**src/rtl/arith_pkg.sv**
```systemverilog
// Shared arithmetic definitions: FSM state encoding and derived-width helper
// for the sequential shift-and-add multiplier.
package arith_pkg;

    typedef enum logic [1:0] {
        ST_IDLE = 2'd0,
        ST_CALC = 2'd1,
        ST_DONE = 2'd2
    } state_t;

    // Bits needed to count 0..width inclusive, i.e. $clog2(width+1).
    function automatic int cnt_width(input int width);
        int w;
        w = 0;
        for (int i = 0; i < 31; i++) begin
            if ((32'd1 << i) < (width + 1)) begin
                w = i + 1;
            end
        end
        return w;
    endfunction

endpackage

```
**src/rtl/seq_shift_add_multiplier_if.sv**
```systemverilog
// Operand/result handshake bundle for the sequential multiplier; the producer
// and consumer side use the master modport, the multiplier the slave modport.
interface seq_shift_add_multiplier_if #(
    parameter int WIDTH = 8
);
    logic                   in_valid;
    logic                   in_ready;
    logic                   signed_mode;
    logic [WIDTH-1:0]       a;
    logic [WIDTH-1:0]       b;
    logic                   out_valid;
    logic                   out_ready;
    logic [2*WIDTH-1:0]     product;
    logic                   busy;

    modport master (
        output in_valid, signed_mode, a, b, out_ready,
        input  in_ready, out_valid, product, busy
    );

    modport slave (
        input  in_valid, signed_mode, a, b, out_ready,
        output in_ready, out_valid, product, busy
    );
endinterface

```
**src/rtl/seq_shift_add_multiplier_twos_abs.sv**
```systemverilog
// Combinational two's-complement magnitude; passes the value through when
// disabled so unsigned operands use the same path.
module twos_abs #(
    parameter int WIDTH = 8
) (
    input  logic [WIDTH-1:0] i_val,
    input  logic             i_en,
    output logic [WIDTH-1:0] o_mag
);
    localparam logic [WIDTH-1:0] ONE = {{(WIDTH-1){1'b0}}, 1'b1};

    // Negate only negative signed values; the most negative value maps to 2^(WIDTH-1).
    always_comb begin
        if (i_en && i_val[WIDTH-1]) begin
            o_mag = ~i_val + ONE;
        end else begin
            o_mag = i_val;
        end
    end
endmodule

```
**src/rtl/seq_shift_add_multiplier.sv**
```systemverilog
// Radix-2 sequential multiplier: operands are reduced to magnitudes, summed one
// partial product per clock, and the sign is restored on the final iteration.
module seq_shift_add_multiplier
    import arith_pkg::*;
#(
    parameter int WIDTH = 8,
    parameter int CNT_W = cnt_width(WIDTH)
) (
    input  logic                         clk,
    input  logic                         rst_n,
    seq_shift_add_multiplier_if.slave    bus
);
    localparam logic [CNT_W-1:0]     LAST_CNT = CNT_W'(WIDTH - 1);
    localparam logic [CNT_W-1:0]     CNT_ONE  = CNT_W'(1);
    localparam logic [2*WIDTH-1:0]   PROD_ONE = {{(2*WIDTH-1){1'b0}}, 1'b1};

    state_t                 r_state;
    state_t                 w_state_next;
    logic [WIDTH-1:0]       r_mag_a;
    logic [WIDTH-1:0]       r_mag_b;
    logic [WIDTH-1:0]       w_mag_a;
    logic [WIDTH-1:0]       w_mag_b;
    logic                   r_neg;
    logic [CNT_W-1:0]       r_cnt;
    logic [2*WIDTH-1:0]     r_acc;
    logic [2*WIDTH-1:0]     r_product;
    logic [2*WIDTH-1:0]     w_addend;
    logic [2*WIDTH-1:0]     w_acc_next;
    logic [2*WIDTH-1:0]     w_prod_final;
    logic                   r_in_ready;
    logic                   r_out_valid;
    logic                   r_busy;
    logic                   w_accept;
    logic                   w_last;
    logic                   w_release;

    twos_abs #(.WIDTH(WIDTH)) u_abs_a (
        .i_val (bus.a),
        .i_en  (bus.signed_mode),
        .o_mag (w_mag_a)
    );

    twos_abs #(.WIDTH(WIDTH)) u_abs_b (
        .i_val (bus.b),
        .i_en  (bus.signed_mode),
        .o_mag (w_mag_b)
    );

    assign w_accept  = bus.in_valid && r_in_ready;
    assign w_release = r_out_valid && bus.out_ready;
    assign w_last    = (r_cnt == LAST_CNT);
    assign w_addend  = {{WIDTH{1'b0}}, r_mag_a} << r_cnt;

    // Accumulate the current partial product and apply the latched sign on the last one.
    always_comb begin
        w_acc_next   = r_acc;
        w_prod_final = {(2*WIDTH){1'b0}};
        if (r_mag_b[0]) begin
            w_acc_next = r_acc + w_addend;
        end else begin
            w_acc_next = r_acc;
        end
        if (r_neg) begin
            w_prod_final = ~w_acc_next + PROD_ONE;
        end else begin
            w_prod_final = w_acc_next;
        end
    end

    // Next-state decode for the IDLE -> CALC -> DONE sequence.
    always_comb begin
        w_state_next = r_state;
        case (r_state)
            ST_IDLE: begin
                if (w_accept) begin
                    w_state_next = ST_CALC;
                end else begin
                    w_state_next = ST_IDLE;
                end
            end
            ST_CALC: begin
                if (w_last) begin
                    w_state_next = ST_DONE;
                end else begin
                    w_state_next = ST_CALC;
                end
            end
            ST_DONE: begin
                if (w_release) begin
                    w_state_next = ST_IDLE;
                end else begin
                    w_state_next = ST_DONE;
                end
            end
            default: w_state_next = ST_IDLE;
        endcase
    end

    // State register with handshake flags registered from the next state.
    always_ff @(posedge clk or negedge rst_n) begin
        if (!rst_n) begin
            r_state     <= ST_IDLE;
            r_in_ready  <= 1'b1;
            r_out_valid <= 1'b0;
            r_busy      <= 1'b0;
        end else begin
            r_state     <= w_state_next;
            r_in_ready  <= (w_state_next == ST_IDLE);
            r_out_valid <= (w_state_next == ST_DONE);
            r_busy      <= (w_state_next != ST_IDLE);
        end
    end

    // Operand capture and iteration datapath.
    always_ff @(posedge clk or negedge rst_n) begin
        if (!rst_n) begin
            r_mag_a   <= {WIDTH{1'b0}};
            r_mag_b   <= {WIDTH{1'b0}};
            r_neg     <= 1'b0;
            r_cnt     <= {CNT_W{1'b0}};
            r_acc     <= {(2*WIDTH){1'b0}};
            r_product <= {(2*WIDTH){1'b0}};
        end else begin
            case (r_state)
                ST_IDLE: begin
                    if (w_accept) begin
                        r_mag_a <= w_mag_a;
                        r_mag_b <= w_mag_b;
                        r_neg   <= bus.signed_mode & (bus.a[WIDTH-1] ^ bus.b[WIDTH-1]);
                        r_cnt   <= {CNT_W{1'b0}};
                        r_acc   <= {(2*WIDTH){1'b0}};
                    end
                end
                ST_CALC: begin
                    r_acc   <= w_acc_next;
                    r_mag_b <= r_mag_b >> 1;
                    r_cnt   <= r_cnt + CNT_ONE;
                    if (w_last) begin
                        r_product <= w_prod_final;
                    end
                end
                default: begin
                    r_acc <= r_acc;
                end
            endcase
        end
    end

    assign bus.in_ready  = r_in_ready;
    assign bus.out_valid = r_out_valid;
    assign bus.busy      = r_busy;
    assign bus.product   = r_product;

endmodule

```
**src/flat_wrapper.sv**
```systemverilog
// flat-port wrapper written by rule: the top's interface ports become plain ports
module seq_shift_add_multiplier_flat import arith_pkg::*;
#(
    parameter int WIDTH = 8,
    parameter int CNT_W = cnt_width(WIDTH)
)
  (clk, rst_n, bus_in_valid, bus_signed_mode, bus_a, bus_b, bus_out_ready, bus_in_ready, bus_out_valid, bus_product, bus_busy);
  seq_shift_add_multiplier_if #(.WIDTH(WIDTH)) bus_i ();
  input  logic clk;
  input  logic rst_n;
  input wire logic [$bits(bus_i.in_valid)-1:0] bus_in_valid;
  input wire logic [$bits(bus_i.signed_mode)-1:0] bus_signed_mode;
  input wire logic [$bits(bus_i.a)-1:0] bus_a;
  input wire logic [$bits(bus_i.b)-1:0] bus_b;
  input wire logic [$bits(bus_i.out_ready)-1:0] bus_out_ready;
  output wire logic [$bits(bus_i.in_ready)-1:0] bus_in_ready;
  output wire logic [$bits(bus_i.out_valid)-1:0] bus_out_valid;
  output wire logic [$bits(bus_i.product)-1:0] bus_product;
  output wire logic [$bits(bus_i.busy)-1:0] bus_busy;
  assign bus_i.in_valid = bus_in_valid;
  assign bus_i.signed_mode = bus_signed_mode;
  assign bus_i.a = bus_a;
  assign bus_i.b = bus_b;
  assign bus_i.out_ready = bus_out_ready;
  assign bus_in_ready = bus_i.in_ready;
  assign bus_out_valid = bus_i.out_valid;
  assign bus_product = bus_i.product;
  assign bus_busy = bus_i.busy;
  seq_shift_add_multiplier #(.WIDTH(WIDTH), .CNT_W(CNT_W)) u_core (.clk(clk), .rst_n(rst_n), .bus(bus_i));
endmodule
```
**config.mk**
```make
export PLATFORM = sky130hd
export DESIGN_NAME = seq_shift_add_multiplier_flat
export DESIGN_NICKNAME = d
export VERILOG_FILES = /design/src/rtl/arith_pkg.sv /design/src/rtl/seq_shift_add_multiplier_if.sv /design/src/rtl/seq_shift_add_multiplier_twos_abs.sv /design/src/rtl/seq_shift_add_multiplier.sv /design/src/flat_wrapper.sv
export SDC_FILE = /design/constraint.sdc
export NUM_CORES = 1
export LEC_CHECK = 0
export BUFFER_PORTS_ARGS = -buffer_cell sky130_fd_sc_hd__buf_4
export CAP_MARGIN = 0
export CORE_UTILIZATION = 25
export CTS_CLUSTER_SIZE = 40
export DETAILED_ROUTE_END_ITERATION = 7
export SLEW_MARGIN = 20
export SYNTH_ARGS = -nofsm -noshare
export SYNTH_HDL_FRONTEND = slang
export SYNTH_HIERARCHICAL = 1
export SYNTH_SLANG_ARGS = --single-unit
```
**constraint.sdc**
```tcl
create_clock -name clk -period 4.4 [get_ports clk]
set_clock_uncertainty 0.15 [all_clocks]
set_input_delay 0.44 -clock clk [delete_from_list [all_inputs] [get_ports clk]]
set_output_delay 0.44 -clock clk [all_outputs]
set_load 0.1 [all_outputs]
```
==> run metrics <==
most frequent cells in the layout nand2_1 (77), buf_4 (58), dfrtp_1 (56); clock latency on the worst-skew pair 0.33 ns; CTS Buf Count 9; largest family of logic cells by synthesized area simple AND/OR/NAND/NOR gates; Reg clk slew, reported paths 0.05 ns; post-route minimum period 4.19 ns; Max Freq 0.239 GHz; num ports 40; Synth cell types 71; Crit Path Class flop to flop; fin area 5130 um2; metal2 WL 4.52 mm; TNS Setup 0 ns; CP max FO 8; area of the core 16,600 um2; DR vias/cell 4.80; Data required, critical path 4.46 ns; flip-flop and latch area 1450 um2; # DRC 0; uppermost layer routed met4; CTS tree yes; post-synthesis mux area share 4.97%; Synth Area in Adders 6.06%; share of cells above drive strength 1 19.3%; # fillers 1,793; commonest non-fill, non-tap cell in the layout nand2_1; Yosys reg bits 58; RSZ-0062 raised after global routing no; slowest stage delay, CP 0.46 ns; Slew @ Worst Pin 0.951 ns; height of the die 132 um; vias in the first global route 3,614; wire length of the first global-routing pass 17.9 mm; Synth Area in Simple Gates 22.5%; clk root buf clkbuf_16; final hold viol count 0; worst-path cell chain buf_4 > mux2i_1 > mux2_2 > mux2i_1 > nor2b_1 > ha_1 > a21o_1 > a221o_1 > a31oi_4 > xnor2_1 > a2111o_1 > buf_4 > o31ai_1 > xor2_1 > mux2_2; Multi-input gate area 2580 um2; Seq/Total Area, Yosys 34.2%; initial antenna violation count 0; CP startpoint kind flop; num rows 47; Bufs and invs on worst path 2; delay-heaviest family, CP compound AO/OA/AOI/OAI gates; GPL Wtd Cong 0.869; largest net degree at the start of global routing 59; met3 wire len 438 um; Max Cap Viol 0; final setup violation count 0; ratio of final minimum period to clock period 95.2%; Port Buffers 39; Post-Syn Area per Cell 8.47 um2; mapped cell area 4250 um2; Post-Synth XOR/XNOR Area 7.12%; die width 132 um; ys flop type dfrtp_1; result of the run finished clean; clk buf depth 2; gr ovfl total 0; DR WL/cell 13.3 um; Relative slew margins 36.6%; met1 WL 5.10 mm; clock sinks 58; placed instance area 4750 um2; H-tree Lvls 3; die area 17,500 um2; count of pins over their slew limit 0; Critical-path top delay cell dfrtp_2; Hold Crit Class input pin to async pin; number of flops mapped to enable cells by yosys 0; R2R Setup Slk 0.21 ns; ANT cells 0; Crit. End Element flop; NumNets Final 584; synth warn 6; synthesized instance count 502; Antenna Nets Post-Route 0; complex-gate fraction of the synthesized area 19.5%; First DRT Iteration DRCs 173; Total GRT Usage 12.6%; CTS Hold Bufs 0; Vias 3,685; Post-Syn Nets 543; Initial Util 25.6%; drt pass-1 iters 4; Post-synth ARST share 100%; CP arrival 4.25 ns; dpl hpwl 7.55 mm; final WL 10.2 mm; area grow syn2layout 20.7%
==> state kept, by name, indices dropped and copies added (netlist names) <==
| signal | count |
|---|---|
| u_core/bus.product | 16 |
| u_core/r_cnt | 4 |
| u_core/r_acc | 16 |
| u_core/r_state | 2 |
| u_core/bus.busy | 1 |
| u_core/bus.out_valid | 1 |
| u_core/r_neg | 1 |
| u_core/r_mag_b | 8 |
| u_core/r_mag_a | 8 |
| u_core/bus.in_ready | 1 |
==> path summary, 6_finish.rpt <==
kind / startpoint / to / cells past startpoint
worst max-delay path: u_core/r_cnt[1] / u_core/bus.product[11] / 15
worst min-delay path: rst_n / u_core/bus.product[2] / 1
worst max register to register: u_core/r_cnt[1] / u_core/bus.product[11] / 15
worst min register to register: u_core/bus.product[7] / u_core/bus.product[7] / 2
max in group asynchronous: rst_n / u_core/r_cnt[1] / 1
min in group clk: bus_a[0] / u_core/r_mag_a[0] / 3
==> per-layer routing <==
| metal | GRT usage, % | vias to the layer above |
|---|---|---|
| li1 | - | 1871 |
| met1 | 17.2 | 1730 |
| met2 | 19.6 | 74 |
| met3 | 3.07 | 10 |
| met4 | 3.90 | 0 |
| met5 | 0 | - |
==> synthesized netlist by cell type (5+ instances only) <==
master / number / share of area (%)
a21oi_1: 25 / 2.9
a31oi_1: 5 / 0.74
clkbuf_1: 16 / 1.4
dfrtp_1: 57 / 34
ha_1: 19 / 5.6
inv_1: 19 / 1.7
mux2_2: 9 / 2.4
mux2i_1: 11 / 2.6
nand2_1: 77 / 6.8
nand3_1: 25 / 2.9
nor2_1: 42 / 3.7
nor2b_1: 5 / 0.74
nor3_1: 18 / 2.1
o21ai_0: 39 / 4.6
o22ai_1: 11 / 1.6
xnor2_1: 14 / 2.9
xor2_1: 18 / 3.7
==> cell type report <==
cell class,instances,share of cell area (%)
clock buffers,10,4.46
clock inverters,6,1.61
repair buffers,58,8.49
multi-input cells,397,50.4
inverters,19,1.39
well taps,220,5.36
flip-flops and latches,58,28.3
==> timing repair <==
action,4_1_cts,5_1_grt
resized for setup,0,4
setup endpoints to repair,0,7
setup buffers,0,5
==> metrics by stage <==
stage / util (%) / hold slack, ns / std cells / setup WS [ns]
after global routing: 30.9 / 0.108 / 768 / 0.0157
after floorplan: - / -0.00559 / 502 / 0.295
after CTS: 30.5 / 0.0572 / 763 / 0.0568
after global placement: 28.7 / 0.316 / 747 / 0.133
final: 30.9 / 0.00672 / 768 / 0.213
after detailed placement: 28.7 / 0.322 / 747 / 0.0853
==> worst reg2reg max path, cell delays in order, from the launching register on <==
cell and delay [ns]:
dfrtp_2 0.46, buf_4 0.17, mux2i_1 0.13, mux2_2 0.28, mux2i_1 0.19, nor2b_1 0.17
ha_1 0.31, a21o_1 0.24, a221o_1 0.39, a31oi_4 0.21, xnor2_1 0.13, a2111o_1 0.45
buf_4 0.16, o31ai_1 0.24, xor2_1 0.12, mux2_2 0.27
==> cell families after synthesis <==
| family | Yosys count |
|---|---|
| mux | 20 |
| simple gates | 200 |
| fa+ha+maj | 20 |
| compound gates | 124 |
| buf+inv | 47 |
| xor+xnor | 33 |
| flops | 58 |
Power is left out: the tool's default activity adds up to more than one toggle a clock period on the data nets, which glitch-free logic cannot reach.
